===== src/rtl/multicycle_main_fsm_if.sv =====
// -----------------------------------------------------------------------------
// multicycle_main_fsm_if
// Control bundle between the multicycle main FSM and the datapath.
//   Op, Funct   : instruction fields from the instruction register
//   MemReady    : unified memory completes the current access this cycle
//   IRWrite, NextPC, AdrSrc, ALUSrcA, ALUSrcB, ResultSrc, ALUOp,
//   RegW, MemW, Branch : per-cycle datapath enables / mux selects
//   Fault       : one-cycle pulse on memory timeout or undefined Op
//   State       : current FSM state code (debug)
// master = FSM side (drives control), slave = datapath side.
// -----------------------------------------------------------------------------
interface multicycle_main_fsm_if;
   logic [1:0] Op;
   logic [5:0] Funct;
   logic       MemReady;
   logic       IRWrite;
   logic       NextPC;
   logic       AdrSrc;
   logic       ALUSrcA;
   logic [1:0] ALUSrcB;
   logic [1:0] ResultSrc;
   logic       ALUOp;
   logic       RegW;
   logic       MemW;
   logic       Branch;
   logic       Fault;
   logic [3:0] State;

   modport master (
      input  Op, Funct, MemReady,
      output IRWrite, NextPC, AdrSrc, ALUSrcA, ALUSrcB, ResultSrc,
             ALUOp, RegW, MemW, Branch, Fault, State
   );

   modport slave (
      output Op, Funct, MemReady,
      input  IRWrite, NextPC, AdrSrc, ALUSrcA, ALUSrcB, ResultSrc,
             ALUOp, RegW, MemW, Branch, Fault, State
   );
endinterface


===== src/rtl/multicycle_main_fsm.sv =====
// -----------------------------------------------------------------------------
// multicycle_main_fsm
// Main sequencing FSM of the multicycle ARM core. One ALU and one unified
// memory are reused across several cycles per instruction.
//   CLK      : clock, all state updates on the rising edge
//   Reset    : synchronous, active-high reset
//   bus      : multicycle_main_fsm_if.master (Op/Funct/MemReady in,
//              datapath enables, mux selects, Fault and State out)
// Parameters:
//   WAIT_LIMIT : max cycles waiting on MemReady in a memory state (0 = off);
//                must be < 2**CNT_W
//   CNT_W      : wait counter width
// Mux selects are registered from the next state; write strobes and Fault
// are combinational so they can be qualified by MemReady, the timeout and
// Reset in the cycle they apply to.
// -----------------------------------------------------------------------------
module multicycle_main_fsm #(
   parameter int unsigned WAIT_LIMIT = 0,
   parameter int unsigned CNT_W      = 8
) (
   input  logic CLK,
   input  logic Reset,
   multicycle_main_fsm_if.master bus
);

   typedef enum logic [3:0] {
      FETCH   = 4'd0,
      DECODE  = 4'd1,
      MEMADR  = 4'd2,
      MEMRD   = 4'd3,
      MEMWB   = 4'd4,
      MEMWR   = 4'd5,
      EXECR   = 4'd6,
      EXECI   = 4'd7,
      ALUWB   = 4'd8,
      BRANCH  = 4'd9,
      UNKNOWN = 4'd10
   } state_t;

   typedef struct packed {
      logic       adr;
      logic       asa;
      logic [1:0] asb;
      logic [1:0] rs;
      logic       aluop;
      logic       regw;
      logic       memw;
      logic       br;
   } ctrl_t;

   // Per-state Moore control word; anything not set stays 0.
   function automatic ctrl_t dec(input state_t s);
      ctrl_t c;
      c = '0;
      case (s)
         FETCH, DECODE: begin
            c.asa = 1'b1;
            c.asb = 2'b10;
            c.rs  = 2'b10;
         end
         MEMADR: c.asb = 2'b01;
         MEMRD:  c.adr = 1'b1;
         MEMWB: begin
            c.rs   = 2'b01;
            c.regw = 1'b1;
         end
         MEMWR: begin
            c.adr  = 1'b1;
            c.memw = 1'b1;
         end
         EXECR: c.aluop = 1'b1;
         EXECI: begin
            c.asb   = 2'b01;
            c.aluop = 1'b1;
         end
         ALUWB: c.regw = 1'b1;
         BRANCH: begin
            c.asb = 2'b01;
            c.rs  = 2'b10;
            c.br  = 1'b1;
         end
         default: c = '0;
      endcase
      return c;
   endfunction

   state_t           state;
   state_t           nxt;
   ctrl_t            ctl;
   logic [CNT_W-1:0] cnt;
   logic [CNT_W-1:0] cnt_nxt;
   logic             mem_st;
   logic             timeout;

   always_comb begin
      mem_st  = (state == FETCH) || (state == MEMRD) || (state == MEMWR);
      timeout = (WAIT_LIMIT != 0) && mem_st && !bus.MemReady &&
                (cnt == CNT_W'(WAIT_LIMIT));

      nxt = FETCH;
      case (state)
         FETCH:  nxt = bus.MemReady ? DECODE : FETCH;
         DECODE: begin
            case (bus.Op)
               2'b00:   nxt = bus.Funct[5] ? EXECI : EXECR;
               2'b01:   nxt = MEMADR;
               2'b10:   nxt = BRANCH;
               default: nxt = UNKNOWN;
            endcase
         end
         MEMADR: nxt = bus.Funct[0] ? MEMRD : MEMWR;
         MEMRD:  nxt = bus.MemReady ? MEMWB : MEMRD;
         MEMWR:  nxt = bus.MemReady ? FETCH : MEMWR;
         EXECR,
         EXECI:  nxt = ALUWB;
         // MEMWB, ALUWB, BRANCH, UNKNOWN and illegal codes all return to FETCH
         default: nxt = FETCH;
      endcase
      // An aborted access always restarts at FETCH (including FETCH itself)
      if (timeout) nxt = FETCH;

      // Counting only happens while stalled in a memory state; every other
      // path (completion, leaving, timeout) zeroes it, which also covers
      // "cleared on entry" since non-memory states hold it at 0.
      cnt_nxt = '0;
      if (mem_st && !bus.MemReady && !timeout)
         cnt_nxt = (cnt == {CNT_W{1'b1}}) ? cnt : cnt + CNT_W'(1);
   end

   always_ff @(posedge CLK) begin
      if (Reset) begin
         state <= FETCH;
         cnt   <= '0;
         ctl   <= dec(FETCH);
      end else begin
         state <= nxt;
         cnt   <= cnt_nxt;
         ctl   <= dec(nxt);
      end
   end

   // Strobes are masked by Reset so nothing is written in a reset cycle even
   // though the state register still holds the interrupted state.
   assign bus.IRWrite   = (state == FETCH) && bus.MemReady && !Reset;
   assign bus.NextPC    = (state == FETCH) && bus.MemReady && !Reset;
   assign bus.AdrSrc    = ctl.adr;
   assign bus.ALUSrcA   = ctl.asa;
   assign bus.ALUSrcB   = ctl.asb;
   assign bus.ResultSrc = ctl.rs;
   assign bus.ALUOp     = ctl.aluop;
   assign bus.RegW      = ctl.regw && !Reset;
   assign bus.MemW      = ctl.memw && !timeout && !Reset;
   assign bus.Branch    = ctl.br && !Reset;
   assign bus.Fault     = !Reset && ((state == UNKNOWN) || timeout);
   assign bus.State     = state;

endmodule


===== src/flat_wrapper.sv =====
// flat-port wrapper written by rule: the top's interface ports become plain ports
module multicycle_main_fsm_flat 
#(
   parameter int unsigned WAIT_LIMIT = 0,
   parameter int unsigned CNT_W      = 8
)
  (CLK, Reset, bus_Op, bus_Funct, bus_MemReady, bus_IRWrite, bus_NextPC, bus_AdrSrc, bus_ALUSrcA, bus_ALUSrcB, bus_ResultSrc, bus_ALUOp, bus_RegW, bus_MemW, bus_Branch, bus_Fault, bus_State);
  multicycle_main_fsm_if bus_i ();
  input  logic CLK;
  input  logic Reset;
  input wire logic [$bits(bus_i.Op)-1:0] bus_Op;
  input wire logic [$bits(bus_i.Funct)-1:0] bus_Funct;
  input wire logic [$bits(bus_i.MemReady)-1:0] bus_MemReady;
  output wire logic [$bits(bus_i.IRWrite)-1:0] bus_IRWrite;
  output wire logic [$bits(bus_i.NextPC)-1:0] bus_NextPC;
  output wire logic [$bits(bus_i.AdrSrc)-1:0] bus_AdrSrc;
  output wire logic [$bits(bus_i.ALUSrcA)-1:0] bus_ALUSrcA;
  output wire logic [$bits(bus_i.ALUSrcB)-1:0] bus_ALUSrcB;
  output wire logic [$bits(bus_i.ResultSrc)-1:0] bus_ResultSrc;
  output wire logic [$bits(bus_i.ALUOp)-1:0] bus_ALUOp;
  output wire logic [$bits(bus_i.RegW)-1:0] bus_RegW;
  output wire logic [$bits(bus_i.MemW)-1:0] bus_MemW;
  output wire logic [$bits(bus_i.Branch)-1:0] bus_Branch;
  output wire logic [$bits(bus_i.Fault)-1:0] bus_Fault;
  output wire logic [$bits(bus_i.State)-1:0] bus_State;
  assign bus_i.Op = bus_Op;
  assign bus_i.Funct = bus_Funct;
  assign bus_i.MemReady = bus_MemReady;
  assign bus_IRWrite = bus_i.IRWrite;
  assign bus_NextPC = bus_i.NextPC;
  assign bus_AdrSrc = bus_i.AdrSrc;
  assign bus_ALUSrcA = bus_i.ALUSrcA;
  assign bus_ALUSrcB = bus_i.ALUSrcB;
  assign bus_ResultSrc = bus_i.ResultSrc;
  assign bus_ALUOp = bus_i.ALUOp;
  assign bus_RegW = bus_i.RegW;
  assign bus_MemW = bus_i.MemW;
  assign bus_Branch = bus_i.Branch;
  assign bus_Fault = bus_i.Fault;
  assign bus_State = bus_i.State;
  multicycle_main_fsm #(.WAIT_LIMIT(WAIT_LIMIT), .CNT_W(CNT_W)) u_core (.CLK(CLK), .Reset(Reset), .bus(bus_i));
endmodule

===== config.mk =====
export PLATFORM = sky130hd
export DESIGN_NAME = multicycle_main_fsm_flat
export DESIGN_NICKNAME = d
export VERILOG_FILES = /design/src/rtl/multicycle_main_fsm_if.sv /design/src/rtl/multicycle_main_fsm.sv /design/src/flat_wrapper.sv
export SDC_FILE = /design/constraint.sdc
export NUM_CORES = 1
export LEC_CHECK = 0
export BUFFER_PORTS_ARGS = -buffer_cell sky130_fd_sc_hd__buf_2
export CAP_MARGIN = 20
export CORE_UTILIZATION = 39
export DETAILED_ROUTE_END_ITERATION = 6
export GPL_ROUTABILITY_DRIVEN = 1
export PLACE_DENSITY = 0.63
export SLEW_MARGIN = 0
export SYNTH_ARGS = -nofsm -noshare
export SYNTH_HDL_FRONTEND = slang
export SYNTH_SLANG_ARGS = --single-unit

===== constraint.sdc =====
create_clock -name CLK -period 5.2 [get_ports CLK]
set_input_delay 0.52 -clock CLK [delete_from_list [all_inputs] [get_ports CLK]]
set_output_delay 0.52 -clock CLK [all_outputs]
set_load 0.05 [all_outputs]

# Word level (Yosys, flattened, before mapping)
# Cells that the tools add are included.
# Widths: inputs -> output; s select.
[classes]
mux = 15
n_eq_ne = 18
reduce_logical = 17
[ops]
columns = ["op", "n"]
rows = [
  ["$eq 4x3->1 const B", 7],
  ["$pmux 4 s6", 1],
  ["$eq 4x2->1 const B", 4],
  ["$eq 4x4->1 const B", 3],
  ["$pmux 4 s3", 1],
  ["$reduce_or 2->1", 5],
  ["$mux 3", 3],
  ["$eq 4x1->1 const B", 2],
  ["$logic_not 4->1", 2],
  ["$mux 1", 8],
  ["$pmux 2 s2", 2],
  ["$logic_and 1x1->1", 6],
  ["$reduce_or 3->1", 2],
  ["$eq 2x1->1 const B", 1],
  ["$eq 2x2->1 const B", 1],
  ["$logic_not 2->1", 1],
  ["$logic_not 1->1", 1],
]
[word_totals]
output_inout_bits = 17
elab_cells = 59
reg_bits = 14

# Longest topological paths before layout
[logic_depth]
word_depth = 6
mapped_depth = 6
depth_no_buf = 5

# Worst setup path before layout
# No wires, ideal clock.
[synth_timing]
kind = "register -> output"
start = "register u_core.state[0] (netlist: u_core.bus.State[0])"
end = "output bus_NextPC"
required_time_ns = 4.680
path_stages_with_launch = 4
arrival_ns = 3.007
setup_slack_ns = 1.673
cell_sequence = "dfxtp_1 > or3_2 > nor4_1 > buf_4"
[synth_between]
elab_chain_len = 3
[synth_rtl]
columns = ["item", "line", "text"]
rows = [
  ["from (decl)", "multicycle_main_fsm.sv:87", "state_t state;"],
  ["from (signal assigned)", "multicycle_main_fsm.sv:136", "state <= nxt;"],
  ["$logic_not 4->1", "--", ""],
  ["$logic_and 1x1->1 (2 in a row)", "--", ""],
  ["to (decl)", "flat_wrapper.sv:15", "output wire logic [$bits(bus_i.NextPC)-1:0] bus_NextPC;"],
]
# No other way between the ends.

# Final worst setup path
[layout_timing]
start = "register u_core.state[0] (netlist: u_core.bus.State[0])"
end = "output bus_IRWrite"
[layout_between]
elab_chain_len = 3
[layout_rtl]
columns = ["item", "line", "text"]
rows = [
  ["$logic_not 4->1", "multicycle_main_fsm.sv:144", "assign bus.IRWrite = (state == FETCH) && bus.MemReady && !Reset;"],
  ["$logic_and 1x1->1 (2 in a row)", "multicycle_main_fsm.sv:144", ""],
  ["to (decl)", "flat_wrapper.sv:14", "output wire logic [$bits(bus_i.IRWrite)-1:0] bus_IRWrite;"],
]
# No other way between the ends.

==> metrics.md <==
| Metric | Value |
|---|---|
| Status | `finished, final reports clean` |
| First drt pass iteration count | `6` |
| Most frequent cell after synthesis | `dfxtp_1` |
| Setup tns final | `0 ns` |
| Post-synth EDFFs | `0` |
| Period utilisation layout | `43.1%` |
| Sw power | `96.2 uW` |
| Worst EP arrival | `1.72 ns` |
| Post-route ant nets | `0` |
| Antenna violations before repair | `0` |
| Post-synthesis cell area | `693 um2` |
| CP max-delay cell | `or3_2` |
| Row cnt | `14` |
| P_leak | `0.000362 uW` |
| Die Y | `44.2 um` |
| Drt wl/cell | `11.8 um` |
| Setup crit end kind | `primary output` |
| Sink Count | `14` |
| Max_cap viols | `0` |
| Cts-stage hold buffer count | `0` |
| Max VDD drop | `0.185 mV` |
| H-Tree Depth | `1` |
| Crit path max fanout | `10` |
| Worst slew margin | `72.0%` |
| Synth unique cells | `32` |
| Slew at the pin closest to its max-slew limit | `0.415 ns` |
| DRC viols | `0` |
| WP data required | `4.68 ns` |
| Top post-synthesis cells by area | `dfxtp_1 (40%), buf_4 (6.5%), nor2_1 (4.3%)` |
| GRT Util Overall | `15.3%` |
| TritonCTS clock tree | `yes` |
| Avg Vias per Cell | `5.19` |
| RePlAce Congestion | `0.712` |
| Grt ovf | `0` |
| Number of setup violations in the final report | `0` |
| #FFs+latches synth | `14` |
| Unrepaired setup endpoints after global routing | `false` |
| Min cycle time layout | `2.24 ns` |
| Clk root buf | `clkbuf_4` |
| Hold Vio Cnt, Final | `0` |
| Clk network pwr share | `27.6%` |
| Total Routed Length | `1.28 mm` |
| Setup Fix Bufs, Post-CTS | `0` |
| Max Root-Sink Buffers | `2` |
| Largest net degree at the start of global routing | `16` |
| Max Slew Vio Count | `0` |
| Yosys top cell area share | `40.4%` |
| Mapped Nets | `84` |
| Reg2reg setup slack | `3.31 ns` |
| Total CTS buffers | `3` |
| ANT cells | `0` |
| Layout area overhead | `16.4%` |
| FMAX | `0.447 GHz` |
| Nets@finish | `105` |
| I/O pins | `28` |
| Area leader, netlist | `dfxtp_1` |
| First-pass GRT wire length | `2.16 mm` |
| Share of post-route cells with drive strength above 1 | `41.9%` |
| Clk_skew | `0.00129 ns` |
| Total power | `277 uW` |
| Initial DRC Count | `12` |
| Slowest stage delay, CP | `0.51 ns` |
| Post-Syn Instances | `73` |
| Cell Int Power | `181 uW` |
| Final HPWL DP | `917 um` |
| Comb pwr share | `28.5%` |
| Number of global-route vias before repair | `482` |
| HP Class | `input pin to flip-flop` |
| Synth warnings | `0` |
| Pwr Density | `343 nW/um2` |
| Core Region | `1580 um2` |
| Clock transition at path regs | `0.08 ns` |
| Starting Density | `44.0%` |
| Sequential share of the synthesized area | `40.4%` |
| Async SR Flop Fraction | `0%` |
| CP Cell Sequence | `or3_2 > nor4_1 > buf_2` |
| Cts repair resizes | `0` |
| Sequential power share | `43.9%` |
| Synth Flop Type | `dfxtp_1` |
| Net Sw Frac | `34.8%` |
| Synth cell count leaders | `dfxtp_1 (14), nor2_1 (8), buf_4 (6)` |
| CP startpoint kind | `flip-flop` |
| Number of port buffers | `23` |
| Mapped Avg Cell Area | `9.50 um2` |
| Vias | `566` |
| Die Area | `1950 um2` |
| Die width | `44.2 um` |
| Clock latency on the worst-skew pair | `0.28 ns` |
| Setup CP Type | `flip-flop to primary output` |
cell families after synthesis:
logic type	after synthesis	synth area share [%]
AND/OR/NAND/NOR	32	31.4
AO/OA/AOI/OAI	15	17.1
flip-flops	14	40.4
buffers and inverters	12	11.0
stage by stage:
step / area (um2) / util (%) / worst slack (ns) / std cells / hold WS [ns]
after floorplan: 693 / - / 1.67 / 73 / 0.753
after global placement: 771 / 48.9 / 3.00 / 105 / 0.662
after detailed placement: 771 / 48.9 / 2.97 / 105 / 0.684
after CTS: 807 / 51.2 / 2.95 / 109 / 0.578
after global routing: 807 / 51.2 / 2.80 / 109 / 0.589
final: 807 / 51.2 / 2.96 / 109 / 0.578
worst max-delay path: cells and delay by family, from the launching register on:
family | cells | cell delay (ns)
buffers and inverters | 1 | 0.32
flip-flops | 1 | 0.39
AND/OR/NAND/NOR | 2 | 0.74
placed cells by master, fill, tap and decap left out, types with 2 or more instances in the layout:
master     n
nor4_1     2
nand2_1    3
nor3_1     3
buf_2     23
a31oi_2    2
a21oi_1    2
clkbuf_4   3
inv_1      5
a21o_2     2
nor2_1     8
a21o_1     2
o21bai_1   2
nor2b_1    3
dfxtp_1   14
state kept, by name, indices dropped and copies added (netlist names):
register,count
u_core.bus.AdrSrc,1
u_core.bus.ALUSrcA,1
u_core.bus.ResultSrc,2
u_core.bus.ALUSrcB,2
u_core.bus.ALUOp,1
u_core.bus.State,4
u_core.ctl,3
power by group through the flow:
| stage | Combinational [uW] | Sequential [uW] | Clock [uW] |
|---|---|---|---|
| after floorplan | 55.5 | 136 | 0 |
| after detailed placement | 79.2 | 124 | 0 |
| after global routing | 85.0 | 123 | 85.8 |
| after global placement | 78.6 | 124 | 0 |
| after CTS | 79.4 | 121 | 78.9 |
| final | 79.0 | 121 | 76.3 |
metal layers:
metal / up-vias / share of wire [%] / track usage, % / routed length [um]
met3: 0 / 5.3 / 7.35 / 68
li1: 290 / - / - / -
met4: 0 / 0 / 5.45 / 0
met5: - / 0 / 0 / 0
met2: 17 / 45 / 21.8 / 578
met1: 259 / 50 / 20.0 / 637
final timing paths:
path	to	cells past startpoint	start
worst max register to register	u_core.bus.ResultSrc[1]	5	u_core.bus.State[1]
worst min-delay path	u_core.bus.State[1]	2	Reset
worst max-delay path	bus_IRWrite	3	u_core.bus.State[0]
worst min register to register	u_core.bus.State[3]	3	u_core.bus.State[3]
area by class of cell:
| type | count | area (um2) |
|---|---|---|
| sequential | 14 | 280 |
| inverter | 5 | 18.8 |
| clock buffer | 4 | 36.3 |
| fill | 161 | 769 |
| multi-input combinational | 47 | 337 |
| tap | 16 | 20.0 |
| timing repair buffer | 23 | 115 |
Note: power is estimated with default switching activity, not from simulation.
